**src/rtl/fvm_pkg.sv**
```systemverilog
// Shared definitions for the Flag Vending Machine multiply path.
// This file holds the sequencer state encoding and the operand and product widths.
package fvm_pkg;

    // Width of each multiplier operand (one nibble of the input byte)
    localparam int NIB_W  = 4;

    // Width of the product returned by the parent-level multiplier
    localparam int PROD_W = 8;

    // Frame sequencer states
    typedef enum logic [1:0] {
        ACCUM = 2'd0,   // accepting beats, accumulating the previous product
        DRAIN = 2'd1,   // input closed, last pending product being added
        DONE  = 2'd2    // frame total presented downstream
    } state_t;

endpackage

```
**src/rtl/mult_accum_seq.sv**
```systemverilog
// Operand sequencer and product accumulator for the multiply path.
// Each accepted byte is split into two nibbles and registered onto mult_a/mult_b.
// The multiplier lives in the parent, so its product arrives back on mult_s one
// cycle after the beat and is added to the frame accumulator in that cycle.
// This overlaps the accumulation with the next beat, so a frame streams at one
// beat per clock with no bubbles.
// The frame closes on in_last or after FRAME_LEN beats. After one drain cycle
// the total is held on the output handshake until downstream takes it.
module mult_accum_seq
    import fvm_pkg::*;
#(
    parameter int FRAME_LEN = 8,    // beats per frame before automatic close, 1..255
    parameter int ACC_W     = 16    // accumulator width, 8..32
) (
    input  logic               clk,
    input  logic               rst_n,
    input  logic               in_valid,
    output logic               in_ready,
    input  logic [7:0]         in_data,
    input  logic               in_last,
    output logic [NIB_W-1:0]   mult_a,
    output logic [NIB_W-1:0]   mult_b,
    input  logic [PROD_W-1:0]  mult_s,
    output logic               out_valid,
    input  logic               out_ready,
    output logic [ACC_W-1:0]   out_acc,
    output logic [7:0]         out_count,
    output logic               out_ovf
);

    // Count value held before the beat that fills the frame
    localparam logic [7:0] LAST_IDX = 8'(FRAME_LEN - 1);

    state_t              state_reg;
    logic [ACC_W-1:0]    acc_reg;
    logic [7:0]          count_reg;
    logic                ovf_reg;
    logic                pend_reg;
    logic                out_valid_reg;
    logic [NIB_W-1:0]    mult_a_reg;
    logic [NIB_W-1:0]    mult_b_reg;

    logic                accept;
    logic                close_beat;
    logic [ACC_W:0]      sum_ext;

    // Input readiness depends on state alone, never on in_valid
    assign in_ready   = (state_reg == ACCUM);
    assign accept     = in_valid & in_ready;
    assign close_beat = in_last | (count_reg == LAST_IDX);

    // One extra bit catches the carry out of the accumulator
    assign sum_ext = {1'b0, acc_reg} + {{(ACC_W + 1 - PROD_W){1'b0}}, mult_s};

    // Frame sequencer, operand registers and accumulator
    always_ff @(posedge clk or negedge rst_n) begin
        if (!rst_n) begin
            state_reg     <= ACCUM;
            acc_reg       <= '0;
            count_reg     <= '0;
            ovf_reg       <= 1'b0;
            pend_reg      <= 1'b0;
            out_valid_reg <= 1'b0;
            mult_a_reg    <= '0;
            mult_b_reg    <= '0;
        end else begin
            // Product of the beat accepted last cycle is on mult_s now
            if (pend_reg) begin
                acc_reg <= sum_ext[ACC_W-1:0];
                if (sum_ext[ACC_W]) begin
                    ovf_reg <= 1'b1;
                end
            end
            pend_reg <= 1'b0;

            case (state_reg)
                ACCUM: begin
                    if (accept) begin
                        mult_a_reg <= in_data[7:4];
                        mult_b_reg <= in_data[3:0];
                        pend_reg   <= 1'b1;
                        count_reg  <= count_reg + 8'd1;
                        if (close_beat) begin
                            state_reg <= DRAIN;
                        end
                    end
                end
                DRAIN: begin
                    // The final product is added by the pend path this cycle
                    state_reg     <= DONE;
                    out_valid_reg <= 1'b1;
                end
                DONE: begin
                    // pend is already clear here, so the clears below cannot race an add
                    if (out_ready) begin
                        acc_reg       <= '0;
                        count_reg     <= '0;
                        ovf_reg       <= 1'b0;
                        pend_reg      <= 1'b0;
                        out_valid_reg <= 1'b0;
                        state_reg     <= ACCUM;
                    end
                end
                default: begin
                    state_reg     <= ACCUM;
                    out_valid_reg <= 1'b0;
                end
            endcase
        end
    end

    assign mult_a    = mult_a_reg;
    assign mult_b    = mult_b_reg;
    assign out_valid = out_valid_reg;
    assign out_acc   = acc_reg;
    assign out_count = count_reg;
    assign out_ovf   = ovf_reg;

endmodule
```
**config.mk**
```make
export PLATFORM = sky130hd
export DESIGN_NAME = mult_accum_seq
export DESIGN_NICKNAME = d
export VERILOG_FILES = /design/src/rtl/fvm_pkg.sv /design/src/rtl/mult_accum_seq.sv
export SDC_FILE = /design/constraint.sdc
export NUM_CORES = 1
export LEC_CHECK = 0
export BUFFER_PORTS_ARGS = -buffer_cell sky130_fd_sc_hd__buf_2
export CAP_MARGIN = 15
export CORE_UTILIZATION = 45
export DETAILED_ROUTE_END_ITERATION = 16
export PLACE_DENSITY = 0.85
export SYNTH_ARGS = -nofsm -noshare
export SYNTH_HDL_FRONTEND = slang
export SYNTH_SLANG_ARGS = --single-unit
```
**constraint.sdc**
```tcl
create_clock -name clk -period 1.9 [get_ports clk]
set_input_delay 0.38 -clock clk [delete_from_list [all_inputs] [get_ports clk]]
set_output_delay 0.38 -clock clk [all_outputs]
set_load 0.1 [all_outputs]
```
==> flow_summary.json, run 1 <==
{
  "outcome": "complete, but fails checks",
  "violations": "setup timing",
  "totalWireLength_mm": 5.36,
  "drc_errors": 0,
  "vdd_drop_max_uv": 1240,
  "cts_buffer_depth": 2,
  "drtAntennaViolNets": 0,
  "cap_violations": 0,
  "layout_common_cells": "55 x buf_2, 40 x nand2_1, 23 x dfrtp_1, 23 x buf_4, 15 x nor2_1",
  "worstMarginPinSlew_ns": 0.494,
  "clock_sinks": 37,
  "fin_crit_ns": 1.92,
  "use_met1_pct": 27.8,
  "p_leak_nw": 1.35,
  "syn_avg_cell_area_sq_um": 9.26,
  "met3_usage_pct": 6.25,
  "finalSetupViolCount": 1,
  "cp.required_ns": 2.12,
  "max_freq_ghz": 0.520,
  "grt_setup_unrepaired": "true",
  "io_buffers": 55,
  "post_drt_via_cell_ratio": 5.71,
  "worstReg2RegStart": "out_acc[5]",
  "internal_power_w": 0.00248,
  "drv_slew": 0,
  "post-route-period-util_pct": 101,
  "grt_max_degree": 18,
  "stdcell_area_sq_um": 2910,
  "placed_area_sq_um": 2630,
  "initial_utilization_pct": 47.1,
  "pwr-share-seq_pct": 23.5,
  "first_pass_iters": 4,
  "diodes": 0,
  "ys_seq_area_share_pct": 44.8,
  "core.rowCount": 24,
  "synthCells": 223,
  "switching_share_pct": 53.7,
  "drive_above_1_share_pct": 42.0,
  "cts_root_buffer": "clkbuf_8",
  "power.switching_w": 0.00287,
  "layout_setup_ws_ns": -0.0246,
  "p_total_w": 0.00535,
  "antenna_found_initial": 0,
  "clockPowerShare_pct": 13.4,
  "crit_arrival_ns": 2.15,
  "htreeDepth": 2,
  "grt.total_usage_pct": 23.0,
  "fin_nets": 335,
  "grt_pass1_wl_mm": 8.72,
  "largest_reg_flops": 16,
  "worst_path_max_delay_cell": "or4_4",
  "fillCellCount": 362,
  "coreArea_sq_um": 4380,
  "cp-startpoint": "out_acc[5]",
  "cp_max_fo": 5,
  "syn-num-nets": 254,
  "vias": 2037,
  "setup_tns_ns": -0.0246,
  "end_kind": "register",
  "crit_path_max_incr_delay_ns": 0.52,
  "die_x_um": 69.8,
  "p_comb_share_pct": 63.1,
  "finalNonFillerCells": 357,
  "overflow": 0,
  "grt_pass1_vias": 1904,
  "finalHoldViolations": 0,
  "cpLargestDelayFamily": "simple AND/OR/NAND/NOR gates",
  "dp_hpwl_mm": 3.65,
  "syn_to_final_growth_pct": 40.9,
  "clkTransAtPathRegs_ns": 0.08,
  "post-place-cells": 338,
  "insertion_delay_ns": 0.30,
  "crit_type": "reg2reg",
  "path_buf_inv": 0,
  "drt_iter0_drc": 161,
  "crit_chain": "ha_4, nand3_4, o221a_4, or4_4, a21oi_2",
  "top_usage_layer": "met2",
  "worstHoldStart": "in_data[4]",
  "wl_per_cell_um": 15.0,
  "worstHoldPathType": "in2reg",
  "slew_headroom_pct": 67.3,
  "fin_util_pct": 66.4,
  "cts_tree": "yes",
  "synth_seq_cells": 37,
  "die_h_um": 69.8,
  "cts_inserted_buffers": 5,
  "start_kind": "register",
  "grt_use_met2_pct": 38.5,
  "syn_area_sq_um": 2070,
  "p_per_area_nw_per_um2": 1840,
  "gp_congestion": 0.912,
  "synth_cell_types": 39,
  "die-area_sq_um": 4870,
  "final_common_cell": "buf_2",
  "synth_warnings": 0,
  "skew_ns": 0.0110,
  "io_pins": 56
}
path summary, 6_finish.rpt:
| check | to | slack, ns | depth (start not counted) |
|---|---|---|---|
| min in group asynchronous | out_acc[5] | 0.52 | 2 |
| max in group asynchronous | out_count[1] | 0.86 | 3 |
| setup reg to reg | out_acc[10] | -0.02 | 5 |
| setup / recovery | out_acc[10] | -0.02 | 5 |
| hold reg to reg | mult_a[0] | 0.47 | 2 |
| hold / removal | mult_a[0] | 0.27 | 3 |
Yosys cell counts:
master	n	area, sq um
xnor2_1	5	43.8
o221a_2	2	22.5
ha_1	9	113
or2_2	1	6.26
or4_1	4	30.0
a2111o_1	1	11.3
nor2b_1	1	6.26
nand3_1	6	30.0
dfrtp_1	37	926
nand4_1	6	37.5
and3b_1	1	8.76
buf_2	2	10.0
mux2_2	1	11.3
nor3_1	5	25.0
a211oi_2	1	12.5
a211o_1	3	26.3
inv_2	1	3.75
o21a_1	5	37.5
o21ai_2	1	8.76
fa_1	1	20.0
nand2_1	40	150
a211oi_1	6	45.0
mux2i_1	5	50.1
o211ai_1	7	52.6
or3_1	2	12.5
nand2b_1	3	18.8
nand3b_1	1	7.51
xor2_1	2	17.5
a21oi_1	16	80.1
clkbuf_1	5	18.8
and4bb_2	1	12.5
o21ai_0	10	50.1
o31ai_1	4	30.0
a21o_1	2	15.0
a41oi_1	1	8.76
inv_1	7	26.3
buf_6	1	11.3
nor2_1	16	60.1
or3b_1	1	8.76
per-layer routing:
layer / vias up / part of all wire [%]
li1: 964 / -
met1: 965 / 40
met2: 99 / 50
met3: 9 / 7.6
met4: 0 / 2.0
met5: - / 0
stage by stage:
| step | hold WS (ns) | worst slack [ns] |
|---|---|---|
| after floorplan | 0.0844 | -0.162 |
| after global placement | 0.307 | -0.00614 |
| after detailed placement | 0.314 | -0.0808 |
| after CTS | 0.265 | 0.000959 |
| after global routing | 0.264 | -0.0769 |
| final | 0.269 | -0.0246 |
timing repair:
action                                  4_1_cts  5_1_grt
gates cloned                                  1        0
pin swaps                                     7       19
hold buffers                                  1        0
setup buffers                                 6        3
gates resized for setup                       3       12
endpoints found under the setup margin        2        9
hold endpoints to repair                     14        0
layout make-up:
| type | instances | area (sq um) | share of cell area [%] |
|---|---|---|---|
| multi-input combinational | 171 | 1250 | 43.1 |
| clock inverter | 1 | 30.0 | 1.03 |
| sequential | 37 | 963 | 33.1 |
| timing repair buffer | 81 | 480 | 16.5 |
| clock buffer | 7 | 86.3 | 2.97 |
| tap | 52 | 65.1 | 2.24 |
| inverter | 8 | 30.0 | 1.03 |
power by group through the flow:
stage	clock [W]	sequential [W]	combinational, W
3_3_place_gp	0	0.00126	0.00298
4_1_cts	0.000722	0.00126	0.00322
2_1_floorplan	0	0.00264	0.00106
5_1_grt	0.000759	0.00129	0.00355
3_5_place_dp	0	0.00128	0.00303
6_report	0.000717	0.00126	0.00338
worst min-delay path: stages:
cell,delay [ns]
buf_2,0.08
nand2_1,0.04
nand2_1,0.04
logic make-up (layout without fill, tap and decap cells):
group	Yosys count	after routing	share of synthesized area [%]
AND/OR/NAND/NOR	88	88	20.0
AO/OA/AOI/OAI	59	60	19.4
flip-flops	37	37	44.8
buffers and inverters	16	97	3.39
adder cells (fa/ha/maj)	10	10	6.42
XOR/XNOR	7	7	2.97
multiplexers	6	6	2.97
Note: power is estimated with default switching activity, not from simulation.
==> inputs of run 2 (changes only) <==
BUFFER_PORTS_ARGS = default   (was -buffer_cell sky130_fd_sc_hd__buf_2)
DONT_BUFFER_PORTS = 1   (was default)
PLACE_DENSITY = 0.74   (was 0.85)
==> run 2 against run 1 <==
The run still ends with setup timing left. Highest routed layer unchanged. Fmax grew 1.2%. Count of clock-buffer cells in the layout is the same. Combinational power shrank 2%. Largest cell class unchanged. Wire length shrank 5.9%. Via count shrank 8.2%. Hold slack lost 0.071 ns. Register-to-register slack gained 0.02 ns.
==> flow_summary.json, run 2 (same netlist as run 1, synthesis figures left out) <==
{
  "outcome": "complete, but fails checks",
  "violations": "setup timing",
  "vdd_drop_max_uv": 1160,
  "fin_nets": 309,
  "dp_hpwl_mm": 3.48,
  "cts_buffer_depth": 2,
  "cpLargestDelayFamily": "compound AO/OA/AOI/OAI gates",
  "cp_max_fo": 5,
  "drive_above_1_share_pct": 36.6,
  "layout_setup_ws_ns": -0.000872,
  "drc_errors": 0,
  "clkTransAtPathRegs_ns": 0.08,
  "max_freq_ghz": 0.526,
  "endpoint": "out_acc[14]",
  "post_drt_via_cell_ratio": 5.65,
  "setup_tns_ns": -0.000872,
  "insertion_delay_ns": 0.29,
  "worstReg2RegStart": "out_acc[6]",
  "cp.required_ns": 2.13,
  "grt_max_degree": 38,
  "htreeDepth": 2,
  "cts_inserted_buffers": 5,
  "reg2reg_slack_ns": -0.0009,
  "core.rowCount": 24,
  "post-route-period-util_pct": 100,
  "skew_ns": 0.0117,
  "reg2regPathDepth": 5,
  "slew_headroom_pct": 40.3,
  "r2r_end": "out_acc[14]",
  "grt_setup_unrepaired": "true",
  "coreArea_sq_um": 4380,
  "cap_violations": 0,
  "drtAntennaViolNets": 0,
  "antenna_found_initial": 0,
  "clock_sinks": 37,
  "p_total_w": 0.00531,
  "final_common_cell": "buf_4",
  "totalWireLength_mm": 5.04,
  "cts_root_buffer": "clkbuf_8",
  "die_h_um": 69.8,
  "overflow": 0,
  "crit_arrival_ns": 2.13,
  "crit_chain": "ha_4, o21ai_2, a2111o_1, or4_4, a21oi_2",
  "cts_tree": "yes",
  "finalHoldViolations": 0,
  "regArea_sq_um": 963,
  "die_x_um": 69.8,
  "layout_common_cells": "51 x buf_4, 40 x nand2_1, 23 x dfrtp_1",
  "grt_pass1_vias": 1838,
  "fillCellCount": 361,
  "end_kind": "register",
  "start_kind": "register",
  "vias": 1869,
  "worstHoldPathType": "in2reg",
  "p_leak_nw": 1.26,
  "worstMarginPinSlew_ns": 0.895,
  "fin_crit_ns": 1.90,
  "multi_input_area_sq_um": 1230,
  "first_pass_iters": 4,
  "path_buf_inv": 0,
  "worst_path_max_delay_cell": "dfrtp_4",
  "wl_per_cell_um": 15.2,
  "drv_slew": 0,
  "p_per_area_nw_per_um2": 1870,
  "diodes": 0,
  "fin_util_pct": 64.8,
  "cp_num_cells": 5,
  "io_buffers": 0,
  "drt_iter0_drc": 131,
  "grt_pass1_wl_mm": 8.46,
  "largest_reg_flops": 16,
  "finalSetupViolCount": 1,
  "crit_type": "reg2reg",
  "crit_path_max_incr_delay_ns": 0.49,
  "syn_to_final_growth_pct": 37.6,
  "gp_congestion": 0.825,
  "die-area_sq_um": 4870,
  "cp-startpoint": "out_acc[6]",
  "io_pins": 56,
  "initial_utilization_pct": 47.1,
  "grt.total_usage_pct": 21.9
}
[run 2: cell types whose count changed in the layout (fill, tap and decap cells not counted), sizes merged]
| cell | change |
|---|---|
| buf | -26 |
[run 2: per-layer routing]
metal / GRT usage (%) / part of all wire, % / vias to the layer above / wire, um
met5: 0 / 0 / - / 0
met4: 8.00 / 0.97 / 0 / 49
met3: 6.40 / 6.9 / 4 / 350
met2: 37.3 / 51 / 71 / 2550
met1: 26.3 / 41 / 877 / 2090
li1: - / - / 917 / -
[run 2: repair_timing]
action	in CTS	in global routing
buffers inserted	2	5
hold endpoints to repair	37	0
gates resized for setup	3	9
pin swaps	6	12
gates cloned	1	0
setup endpoints to repair	4	9
hold buffers	2	0
[run 2: report_power, final]
group	switching, W	leakage, nW	internal [W]
sequential	0.000241	0.460	0.00104
combinational	0.00228	0.740	0.00103
clock	0.000286	0.0585	0.000428
total	0.00281	1.26	0.00250
[run 2: final cells by class]
type / instances / area share (%)
multi-input cells: 171 / 43.4
flip-flops and latches: 37 / 33.9
repair buffers: 55 / 15.3
clock buffers: 7 / 3.04
well taps: 52 / 2.29
clock inverters: 1 / 1.06
inverters: 8 / 1.06
[run 2: worst min-delay path by stage]
stage | from | endpoint | slack [ns] | cells after the start
floorplan | rst_n | mult_a[0] | 0.08 | 0
global placement | rst_n | out_acc[2] | 0.09 | 0
detailed placement | rst_n | out_acc[2] | 0.09 | 0
CTS | in_data[4] | mult_a[0] | 0.19 | 2
global route | in_data[0] | mult_b[0] | 0.19 | 2
finish | in_data[2] | mult_b[2] | 0.20 | 2
[run 2: through the flow]
stage,hold WS [ns],instance area [sq um],setup slack [ns],cells
after floorplan,0.0844,2210,-0.162,223
after global placement,0.0852,2580,0.0389,313
after detailed placement,0.0853,2580,-0.0516,313
after CTS,0.190,2770,0.0178,326
after global routing,0.190,2840,-0.0678,331
final,0.197,2840,-0.000872,331
[run 2: worst register-to-register path, stage by stage, from the launching register on]
cell	delay (ns)
dfrtp_4	0.49
ha_4	0.29
o21ai_2	0.07
a2111o_1	0.41
or4_4	0.44
a21oi_2	0.13
